## src/rtl/alu_seq.sv

```systemverilog
// alu_seq: registered WIDTH-bit ALU with start/busy/done handshake.
// Single-cycle ops register their result at the accept edge; op 111 runs an
// iterative shift-add multiplier for WIDTH cycles.
// Optional feature macro: ALU_SEQ_MULHI_EN adds output y_hi (upper product half).
module alu_seq #(
    parameter int unsigned WIDTH = 16
) (
    input  logic             clk,
    input  logic             reset,
    input  logic             start,
    input  logic [WIDTH-1:0] a,
    input  logic [WIDTH-1:0] b,
    input  logic [2:0]       op_alu,
    output logic [WIDTH-1:0] y,
    output logic             zero,
    output logic             sign,
    output logic             carry,
    output logic             overflow,
    output logic             busy,
`ifdef ALU_SEQ_MULHI_EN
    output logic [WIDTH-1:0] y_hi,
`endif
    output logic             done
);

    localparam int unsigned CW = $clog2(WIDTH);
    localparam logic [CW-1:0] LAST = CW'(WIDTH - 1);

    typedef enum logic {
        S_IDLE = 1'b0,
        S_MUL  = 1'b1
    } state_t;

    typedef enum logic [2:0] {
        OP_PASS = 3'b000,
        OP_NOT  = 3'b001,
        OP_ADD  = 3'b010,
        OP_SUB  = 3'b011,
        OP_AND  = 3'b100,
        OP_OR   = 3'b101,
        OP_NEG  = 3'b110,
        OP_MUL  = 3'b111
    } op_t;

    state_t             state_q, state_d;
    logic [CW-1:0]      cnt_q, cnt_d;
    logic [2*WIDTH-1:0] mcand_q, mcand_d;
    logic [WIDTH-1:0]   mplier_q, mplier_d;
    logic [2*WIDTH-1:0] acc_q, acc_d;
    logic [WIDTH-1:0]   y_q, y_d;
    logic               zero_q, zero_d;
    logic               sign_q, sign_d;
    logic               carry_q, carry_d;
    logic               ovf_q, ovf_d;
    logic               done_q, done_d;
`ifdef ALU_SEQ_MULHI_EN
    logic [WIDTH-1:0]   hi_q, hi_d;
`endif

    logic               accept;
    op_t                op;
    logic [WIDTH:0]     sum_ext, diff_ext;
    logic [WIDTH-1:0]   neg_res;
    logic [WIDTH-1:0]   alu_res;
    logic               alu_c, alu_v;
    logic [2*WIDTH-1:0] prod;

    assign op     = op_t'(op_alu);
    assign accept = start && (state_q == S_IDLE);

    // State register
    always_ff @(posedge clk or negedge reset) begin
        if (!reset) state_q <= S_IDLE;
        else        state_q <= state_d;
    end

    // Next-state logic: leave IDLE only for a multiply, return after the last iteration
    always_comb begin
        state_d = state_q;
        case (state_q)
            S_IDLE: if (accept && op == OP_MUL) state_d = S_MUL;
            S_MUL:  if (cnt_q == LAST)          state_d = S_IDLE;
            default: state_d = S_IDLE;
        endcase
    end

    // Single-cycle ALU result and flags for the non-multiply ops
    always_comb begin
        sum_ext  = {1'b0, a} + {1'b0, b};
        diff_ext = {1'b0, a} - {1'b0, b};
        neg_res  = '0 - a;
        alu_res  = '0;
        alu_c    = 1'b0;
        alu_v    = 1'b0;
        case (op)
            OP_PASS: alu_res = a;
            OP_NOT:  alu_res = ~a;
            OP_ADD: begin
                alu_res = sum_ext[WIDTH-1:0];
                alu_c   = sum_ext[WIDTH];
                alu_v   = (a[WIDTH-1] == b[WIDTH-1]) && (sum_ext[WIDTH-1] != a[WIDTH-1]);
            end
            OP_SUB: begin
                alu_res = diff_ext[WIDTH-1:0];
                alu_c   = diff_ext[WIDTH];
                alu_v   = (a[WIDTH-1] != b[WIDTH-1]) && (diff_ext[WIDTH-1] != a[WIDTH-1]);
            end
            OP_AND:  alu_res = a & b;
            OP_OR:   alu_res = a | b;
            OP_NEG: begin
                alu_res = neg_res;
                alu_c   = |a;
                // 0 - a overflows only when a is the most negative value
                alu_v   = a[WIDTH-1] & neg_res[WIDTH-1];
            end
            default: ;
        endcase
    end

    // Datapath next-state: accept/launch in IDLE, one shift-add step per MUL cycle
    always_comb begin
        cnt_d    = cnt_q;
        mcand_d  = mcand_q;
        mplier_d = mplier_q;
        acc_d    = acc_q;
        y_d      = y_q;
        zero_d   = zero_q;
        sign_d   = sign_q;
        carry_d  = carry_q;
        ovf_d    = ovf_q;
        done_d   = 1'b0;
`ifdef ALU_SEQ_MULHI_EN
        hi_d     = hi_q;
`endif
        prod     = acc_q + (mplier_q[0] ? mcand_q : '0);
        case (state_q)
            S_IDLE: begin
                if (accept) begin
                    if (op == OP_MUL) begin
                        mcand_d  = {{WIDTH{1'b0}}, a};
                        mplier_d = b;
                        acc_d    = '0;
                        cnt_d    = '0;
                    end else begin
                        y_d     = alu_res;
                        zero_d  = (alu_res == '0);
                        sign_d  = alu_res[WIDTH-1];
                        carry_d = alu_c;
                        ovf_d   = alu_v;
                        done_d  = 1'b1;
`ifdef ALU_SEQ_MULHI_EN
                        hi_d    = '0;
`endif
                    end
                end
            end
            S_MUL: begin
                acc_d    = prod;
                mcand_d  = mcand_q << 1;
                mplier_d = mplier_q >> 1;
                cnt_d    = cnt_q + 1'b1;
                // The final step writes straight from the freshly summed product
                if (cnt_q == LAST) begin
                    cnt_d   = '0;
                    y_d     = prod[WIDTH-1:0];
                    zero_d  = (prod[WIDTH-1:0] == '0);
                    sign_d  = prod[WIDTH-1];
                    carry_d = 1'b0;
                    ovf_d   = |prod[2*WIDTH-1:WIDTH];
                    done_d  = 1'b1;
`ifdef ALU_SEQ_MULHI_EN
                    hi_d    = prod[2*WIDTH-1:WIDTH];
`endif
                end
            end
            default: ;
        endcase
    end

    // Datapath and result registers
    always_ff @(posedge clk or negedge reset) begin
        if (!reset) begin
            cnt_q    <= '0;
            mcand_q  <= '0;
            mplier_q <= '0;
            acc_q    <= '0;
            y_q      <= '0;
            zero_q   <= 1'b1;
            sign_q   <= 1'b0;
            carry_q  <= 1'b0;
            ovf_q    <= 1'b0;
            done_q   <= 1'b0;
`ifdef ALU_SEQ_MULHI_EN
            hi_q     <= '0;
`endif
        end else begin
            cnt_q    <= cnt_d;
            mcand_q  <= mcand_d;
            mplier_q <= mplier_d;
            acc_q    <= acc_d;
            y_q      <= y_d;
            zero_q   <= zero_d;
            sign_q   <= sign_d;
            carry_q  <= carry_d;
            ovf_q    <= ovf_d;
            done_q   <= done_d;
`ifdef ALU_SEQ_MULHI_EN
            hi_q     <= hi_d;
`endif
        end
    end

    // Outputs
    always_comb begin
        busy     = (state_q == S_MUL);
        y        = y_q;
        zero     = zero_q;
        sign     = sign_q;
        carry    = carry_q;
        overflow = ovf_q;
        done     = done_q;
`ifdef ALU_SEQ_MULHI_EN
        y_hi     = hi_q;
`endif
    end

endmodule
```

## config.mk

```make
export PLATFORM = sky130hd
export DESIGN_NAME = alu_seq
export DESIGN_NICKNAME = d
export VERILOG_FILES = /design/src/rtl/alu_seq.sv
export SDC_FILE = /design/constraint.sdc
export NUM_CORES = 1
export LEC_CHECK = 0
export CAP_MARGIN = 20
export CORE_ASPECT_RATIO = 2
export CORE_MARGIN = 5
export CORE_UTILIZATION = 55
export CTS_CLUSTER_DIAMETER = 60
export DETAILED_ROUTE_END_ITERATION = 8
export PLACE_DENSITY = 0.78
export RECOVER_POWER = 25
export REMOVE_ABC_BUFFERS = 1
export SLEW_MARGIN = 10
export SYNTH_ARGS = -nofsm -noshare
export SYNTH_HDL_FRONTEND = slang
export SYNTH_SLANG_ARGS = --single-unit
```

## constraint.sdc

```tcl
create_clock -name clk -period 3.9 [get_ports clk]
set_clock_uncertainty 0.2 [all_clocks]
set_input_delay 0.585 -clock clk [delete_from_list [all_inputs] [get_ports clk]]
set_output_delay 0.585 -clock clk [all_outputs]
set_load 0.005 [all_outputs]
```

# ---- Yosys cells after proc, flatten, opt, wreduce, memory -nomap -nowiden
# Cells that the tools add are included.
dict set report op_classes {
  addsub 5
  multipliers 0
  n_div 0
  magnitude_cmp 0
  eq_ne 16
  n_shift 0
  muxes 44
  n_bitwise 5
  n_reduce_logical 11
}
# op count
set op_table {}
lappend op_table {{2-to-1 mux 32 bit} 5}
lappend op_table {{case mux 32 bit (2 select lines)} 2}
lappend op_table {{case mux 16 bit (7 select lines)} 1}
lappend op_table {{2-to-1 mux 16 bit} 5}
lappend op_table {{case mux 16 bit (2 select lines)} 2}
lappend op_table {{adder 32 bit} 1}
lappend op_table {{zero test 16 bit} 2}
lappend op_table {{OR reduction 16 bit} 2}
lappend op_table {{adder 16 x 16 -> 17 bit} 1}
lappend op_table {{2-to-1 mux 1 bit} 17}
lappend op_table {{subtractor 16 x 16 -> 17 bit} 1}
lappend op_table {{AND 16 bit} 1}
lappend op_table {{NOT 16 bit} 1}
lappend op_table {{OR 16 bit} 1}
lappend op_table {{subtractor 1 x 16 -> 16 bit (first input constant)} 1}
lappend op_table {{equality test 3 bit (second input constant)} 4}
lappend op_table {{2-to-1 mux 4 bit} 3}
lappend op_table {{case mux 1 bit (2 select lines)} 6}
lappend op_table {{case mux 4 bit (2 select lines)} 1}
lappend op_table {{equality test 3 x 2 -> 1 bit (second input constant)} 2}
lappend op_table {{case mux 1 bit (3 select lines)} 2}
lappend op_table {{adder 4 x 1 -> 4 bit (second input constant)} 1}
lappend op_table {{equality test 4 bit (second input constant)} 1}
lappend op_table {{logical AND 1 bit} 4}
lappend op_table {{other kinds (10)} 14}
dict set report word_totals {
  reg_bits 106
  latchBits 0
  mem_bits_rw 0
  rom_bits 0
  inputBits 38
  output_inout_bits 22
  elab_cells 92
  memories 0
}

# ---- Depth between registers and ports, before layout
# Gate-level depths: netlist of the first run.
dict set report depth {
  word_depth 7
  mapped_depth 14
  ltp_nobuf 14
}

# ---- Worst setup path after synthesis of the first run
# No wires, ideal clock.
dict set report synth_timing {
  path_kind {reg2reg}
  start {register mplier_q[0]}
  end {register ovf_q (netlist: overflow)}
  setup_ns 0.130
  t_arrival_ns 3.536
  required_ns 3.570
  slack_ns 0.034
  stages_incl_launch_ff 15
  path_buffers 1
  period_less_slack_ns 3.866
  path_cell_list {dfrtp_1 clkbuf_1 and2_1 ha_1 fa_1 a211oi_2 o311ai_1 nand3_1 o41ai_1 nor3_1 xnor2_1 or3_1 or4_1 a2111oi_2 nor3_1}
}
dict set report synth_via {
  elab_chain_len 5
}
# element line_no
set synth_rtl {}
lappend synth_rtl {{start, declared} 48} ;# logic [WIDTH-1:0] mplier_q, mplier_d;
lappend synth_rtl {{start signal, assigned} 199} ;# mplier_q <= mplier_d;
lappend synth_rtl {{2-to-1 mux 32 bit} 135} ;# prod = acc_q + (mplier_q[0] ? mcand_q : '0);
lappend synth_rtl {{adder 32 bit} 135}
lappend synth_rtl {{OR reduction 16 bit} 169} ;# ovf_d = |prod[2*WIDTH-1:WIDTH];
lappend synth_rtl {{2-to-1 mux 1 bit} 163} ;# if (cnt_q == LAST) begin
lappend synth_rtl {{case mux 1 bit (2 select lines)} 136} ;# case (state_q)
lappend synth_rtl {{end signal, assigned} 205} ;# ovf_q <= ovf_d;
lappend synth_rtl {{end, declared} 54} ;# logic ovf_q, ovf_d;
# Every way passes these cells. The select of a mux whose other input is x is not followed.
# A chain may end at the register's enable or synchronous reset.

# ---- Worst setup path after layout of the first run
# Ends and elaborated chain as after synthesis.

==> impl_metrics.ini, run 1 <==
[pwr]
p_clk_share_pct = 16.3
max-vdd-ir-drop_uv = 227
switching_share_pct = 41.6
leakage_nw = 5.68
combPwrFrac_pct = 52.2
switchingPower_mw = 2.43
cellPowerDensity_mw_per_mm2 = 480
power_frac_seq_pct = 31.5
internal_power_mw = 3.42

[run_status]
status = finished, violations left
violations = capacitance limit, slew limit, setup timing

[worst_setup_path]
critPathKind = flop to flop
reg2reg_depth = 13
path_cells = and2_1 > ha_1 > buf_4 > o21ai_0 > o21bai_1 > a21oi_2 > o31a_1 > a21oi_2 > a221oi_2 > xnor2_1 > or4_1 > a2111oi_4 > nor3_1
path_common_cell = a21oi_2
path_buf_inv = 1
endpoint = overflow$_DFFE_PN0P_
slowest_delay_ns = 0.58
slowest_stage = or4_1
crit_arrival_ns = 4.03
timing.rr.end = overflow$_DFFE_PN0P_
worstSetupEndpointType = flop
crit_cells = 13
rrSetupSlack_ns = -0.09
worstSetupStartpoint = mplier_q[0]$_DFFE_PN0P_
reg2reg_from = mplier_q[0]$_DFFE_PN0P_
start_kind = flop
critPathMaxFanout = 6
cp_data_required_time_ns = 3.94
critPathTopFamily = compound AO/OA/AOI/OAI gates

[place]
place_area_mm2 = 0.0114
preCtsSetupSlack_ns = -0.371
place.gp.congestion = 1.00
portBuffers = 59
hpwl_mm = 24.1

[timing]
max_freq_ghz = 0.251
min_period_over_period_pct = 102
timing.final.ws_setup_ns = -0.0892
setup_viol = 1
rsz0062_at_grt = yes
max_slew_margin_pct = -21.5
tightest_slew_ns = 1.82
holdWs_ns = 0.293
drv_slew = 68
hold_viol_final = 0
fin_crit_ns = 3.99

[finish]
fillers = 1332
drive_above_1_share_pct = 20.8
seqCellArea_mm2 = 0.00263
postLayoutCellArea_mm2 = 0.0122
insertedDiodeCount = 0
multi_input_area_mm2 = 0.00658
area_growth_pct = 30.3
nets = 1551

[global_route]
antenna_found_initial = 0
grt_max_degree = 68
grt_pass1_vias = 10200
grt_overflow_total = 0
grt_usage_pct = 31.9
grt_pass1_wl_mm = 50.0

[cts]
cts_sinks = 105
cts_buffers = 9
clk_latency_ns = 0.36
clockBufferDepth = 2
htreeDepth = 3
cts-root-buf = clkbuf_16
cts_hold_buf = 0
cts_tree = done
clkTransAtPathRegs_ns = 0.08

[detailed_routing]
dr_total_vias = 10100
routedWlPerCell_um = 19.4
drc = 0
postRouteAntennaNets = 0
vias_per_cell = 6.18
wirelength_mm = 31.8
drt-initial-drc-count = 814
dr.pass1.iters = 5

[synth]
synth_top_area_cell = dfrtp_1
netlist.area_leader.share_pct = 27.8
yosysMostFrequentCell = nand2_1
netlist-cell-type-count = 77
yosysSeqAreaShare_pct = 28.1
synthTopCellsByArea = dfrtp_1 28%, ha_1 11%, nand2_1 6.9%
synth_common_cells = 171 x nand2_1, 115 x o21ai_0, 113 x a21oi_1, 107 x nor2_1, 104 x dfrtp_1
ys_ff_latch = 105
synth_flop_cell = dfrtp_1
synth_edf_count = 0
syn_area_mm2 = 0.00935
yosysWarnings = 0
syn_inst = 1229
synthArstFlopShare_pct = 100
syn_area_per_cell_um2 = 7.61

[floorplanning]
ios = 60
dieWidth_um = 102
initial_core_util_pct = 55.8
design.core.area_mm2 = 0.0168
rows = 67
die_height_um = 194
die_area_mm2 = 0.0199

[run]
max-cap-violations = 1

[min_path]
hold_path.class = flop to flop
## area by class of cell
class,count,share of cell area (%)
multi-input cells,984,54.0
inverters,60,1.85
repair buffers,265,18.0
flip-flops and latches,105,21.6
clock inverters,5,0.514
clock buffers,11,1.91
well taps,207,2.13
## kinds of logic after synthesis
group / share of synthesized area, %
buf+inv: 5.70
simple gates: 21.6
fa+ha+maj: 12.0
mux: 0.749
compound gates: 27.5
xor+xnor: 4.31
flops: 28.1
## per-stage QoR
stage / cells / setup TNS (ns) / power [mW] / utilization [%]
5_1_grt: 1637 / -0.150 / 6.22 / 72.7
3_5_place_dp: 1610 / -1.36 / 4.64 / 68.1
3_3_place_gp: 1610 / -0.955 / 4.55 / 68.1
4_1_cts: 1631 / -0.00795 / 5.66 / 70.8
6_report: 1637 / -0.0892 / 5.85 / 72.7
2_1_floorplan: 1149 / -23.32 / 3.24 / -
## worst min-delay path, delay by kind of cell (launching register included)
kind / cells / cell delay (ns)
compound gates: 1 / 0.06
flops: 1 / 0.35
simple gates: 1 / 0.05
## sequential cells by signal, summed over array words and instances (netlist names)
register	count
mplier_q	16
carry	1
mcand_q	32
busy	1
overflow	1
acc_q	32
y	16
done	1
cnt_q	4
zero	1
## per-layer routing
| metal | track usage (%) | wire (µm) |
|---|---|---|
| met4 | 23.5 | 2490 |
| met2 | 58.1 | 17300 |
| met3 | 3.70 | 1310 |
| met5 | 0 | 0 |
| met1 | 31.7 | 10700 |
## power groups by stage
stage	combinational [mW]	clock [mW]	sequential, mW
after global placement	2.75	0	1.81
after detailed placement	2.81	0	1.83
after CTS	2.88	0.957	1.82
after global routing	3.33	1.00	1.89
final	3.05	0.952	1.84
after floorplan	1.40	0	1.84
## how the worst min path moves through the flow
stage | start | to | cells after the start
after floorplan | reset | acc_q[0]$_DFFE_PN0P_ | 0
after global placement | acc_q[14]$_DFFE_PN0P_ | acc_q[14]$_DFFE_PN0P_ | 2
after detailed placement | y[14]$_DFFE_PN0P_ | y[14]$_DFFE_PN0P_ | 1
after CTS | reset | mplier_q[14]$_DFFE_PN0P_ | 1
after global routing | mplier_q[3]$_DFFE_PN0P_ | mplier_q[2]$_DFFE_PN0P_ | 2
final | mplier_q[3]$_DFFE_PN0P_ | mplier_q[2]$_DFFE_PN0P_ | 2
## what timing repair did
action                     in CTS  in global routing
gates cloned                    0                  0
setup buffers                   5                  6
pin swaps                      11                 22
resized for setup              22                 49
setup endpoints to repair       2                  5
## cell usage in the layout (no fill, tap or decap), types with 10 or more instances in the layout
| cell | instances |
|---|---|
| buf_4 | 201 |
| nand2_1 | 168 |
| o21ai_0 | 113 |
| nor2_1 | 104 |
| a21oi_1 | 104 |
| dfrtp_1 | 102 |
| ha_1 | 75 |
| inv_1 | 60 |
| clkdlybuf4s50_1 | 55 |
| and2_1 | 33 |
| xnor2_1 | 26 |
| nand3_1 | 24 |
| a21o_1 | 21 |
| nor3_1 | 19 |
| o211ai_1 | 17 |
| xor2_1 | 17 |
| nand4_1 | 12 |
| o21a_1 | 12 |
| a31oi_1 | 11 |
| o22ai_1 | 11 |
| a21oi_2 | 10 |
| o21ai_1 | 10 |
| a22oi_1 | 10 |
Power figures use the tool's default switching activity.
==> inputs of run 2 (changes only) <==
--- a/config.mk
+++ b/config.mk
@@ -11,6 +11,7 @@
 export CORE_UTILIZATION = 55
 export CTS_CLUSTER_DIAMETER = 60
 export DETAILED_ROUTE_END_ITERATION = 8
+export MAX_ROUTING_LAYER = met4
 export PLACE_DENSITY = 0.78
 export RECOVER_POWER = 25
 export REMOVE_ABC_BUFFERS = 1
==> run 2 against run 1 <==
Effect of this change: the flow still finishes with violations (capacitance limit, slew limit, setup timing); non-clock buffer count grew 3; combinational power grew 3%; utilization grew 0.43 points; via count grew 0.48%; setup slack gained 0.086 ns; largest power group unchanged; highest routed layer unchanged.
==> impl_metrics.ini, run 2 (same netlist as run 1, synthesis figures left out) <==
[cts]
cts_sinks = 105
cts_buffers = 9
clkTransAtPathRegs_ns = 0.08
cts-root-buf = clkbuf_16
cts_tree = done
clockBufferDepth = 2
htreeDepth = 3
clk_latency_ns = 0.37

[worst_setup_path]
start_kind = flop
crit_arrival_ns = 3.96
critPathKind = flop to flop
cp_data_required_time_ns = 3.95
worstSetupEndpointType = flop
critPathMaxFanout = 8

[finish]
drive_above_1_share_pct = 21.4
seqCellArea_mm2 = 0.00263
layout_common_cells = 200 x buf_4, 171 x nand2_1, 111 x o21ai_0
insertedDiodeCount = 0
final_util_pct = 73.1
reg.largest.list = acc_q: 32 flops, mcand_q: 32 flops
multi_input_area_mm2 = 0.00661
final_common_cell = buf_4
area_growth_pct = 31.0
postLayoutCellArea_mm2 = 0.0123
nets = 1554
fillers = 1329

[run_status]
violations = capacitance limit, slew limit, setup timing
status = finished, violations left

[floorplanning]
rows = 67
design.core.area_mm2 = 0.0168
dieWidth_um = 102
die_area_mm2 = 0.0199
ios = 60
die_height_um = 194
initial_core_util_pct = 55.8

[detailed_routing]
dr_total_vias = 10200
drt-initial-drc-count = 699
drc = 0
routedWlPerCell_um = 19.7
wirelength_mm = 32.3
postRouteAntennaNets = 0
vias_per_cell = 6.20
dr.pass1.iters = 5

[place]
place.gp.congestion = 1.03
preCtsSetupSlack_ns = -0.276
hpwl_mm = 24.0
portBuffers = 59
place_area_mm2 = 0.0115

[global_route]
grt_pass1_wl_mm = 49.7
antenna_found_initial = 0
grt_pass1_vias = 10200
grt_overflow_total = 0
grt_usage_pct = 32.6
grt_max_degree = 106

[timing]
max_freq_ghz = 0.256
drv_slew = 106
max_slew_margin_pct = -78.8
timing.final.ws_setup_ns = -0.00351
fin_crit_ns = 3.90
holdWs_ns = 0.291
hold_viol_final = 0
min_period_over_period_pct = 100
setup_viol = 1
rsz0062_at_grt = yes
tightest_slew_ns = 2.68

[run]
max-cap-violations = 1

[pwr]
cellPowerDensity_mw_per_mm2 = 481
finalPower_mw = 5.89
max-vdd-ir-drop_uv = 256
leakage_nw = 5.68

[min_path]
hold_path.class = flop to flop
-- run 2: report_power, final --
part	internal (mW)	total, mW	switching [mW]	leakage [nW]
Sequential	1.51	1.86	0.350	1.37
Clock	0.444	0.900	0.456	0.139
Combinational	1.48	3.14	1.66	4.17
-- run 2: path summary, 6_finish.rpt --
path | start | endpoint | slack [ns] | depth (start not counted)
hold reg to reg | mplier_q[13]$_DFFE_PN0P_ | mplier_q[12]$_DFFE_PN0P_ | 0.29 | 2
hold / removal | mplier_q[13]$_DFFE_PN0P_ | mplier_q[12]$_DFFE_PN0P_ | 0.29 | 2
max in group asynchronous | reset | busy$_DFF_PN0_ | 0.60 | 2
setup reg to reg | mplier_q[0]$_DFFE_PN0P_ | overflow$_DFFE_PN0P_ | -0.004 | 13
min in group asynchronous | reset | mplier_q[13]$_DFFE_PN0P_ | 0.94 | 2
setup / recovery | mplier_q[0]$_DFFE_PN0P_ | overflow$_DFFE_PN0P_ | -0.004 | 13
-- run 2: layer usage --
layer,global-route usage [%],share of wire (%),vias to the layer above
met5,-,0,-
met4,24.0,8.8,0
met3,3.44,4.6,189
met2,57.9,54,393
met1,31.3,33,4827
li1,-,-,4762
-- run 2: worst max-delay path: stages, from the launching register on --
cell       delay (ns)
dfrtp_2          0.51
clkbuf_16        0.20
and2_1           0.18
ha_4             0.31
nand3_1          0.16
nor2_2           0.20
a21oi_2          0.10
o31a_1           0.41
a21oi_4          0.26
a31oi_1          0.15
xnor2_1          0.19
or4_4            0.56
a2111oi_4        0.27
nor3_1           0.08
-- run 2: layout make-up --
class                   instances  share of cell area [%]
multi-input cells             984                    53.9
flip-flops and latches        105                    21.5
clock inverters                 6                   0.419
inverters                      60                    1.84
clock buffers                  10                    1.87
repair buffers                268                    18.3
well taps                     207                    2.11
-- run 2: what timing repair did --
| item | in CTS | in global routing |
|---|---|---|
| pin swaps | 12 | 28 |
| cloned | 0 | 2 |
| endpoints found under the setup margin | 1 | 2 |
| hold buffers | 0 | 0 |
| gates resized for setup | 26 | 45 |
| setup buffers | 4 | 5 |
-- run 2: per-stage QoR --
stage	TNS (ns)	cells
after floorplan	-23.32	1149
after global placement	-0.870	1613
after detailed placement	-1.05	1613
after CTS	0	1633
after global routing	-0.0802	1640
final	-0.00351	1640
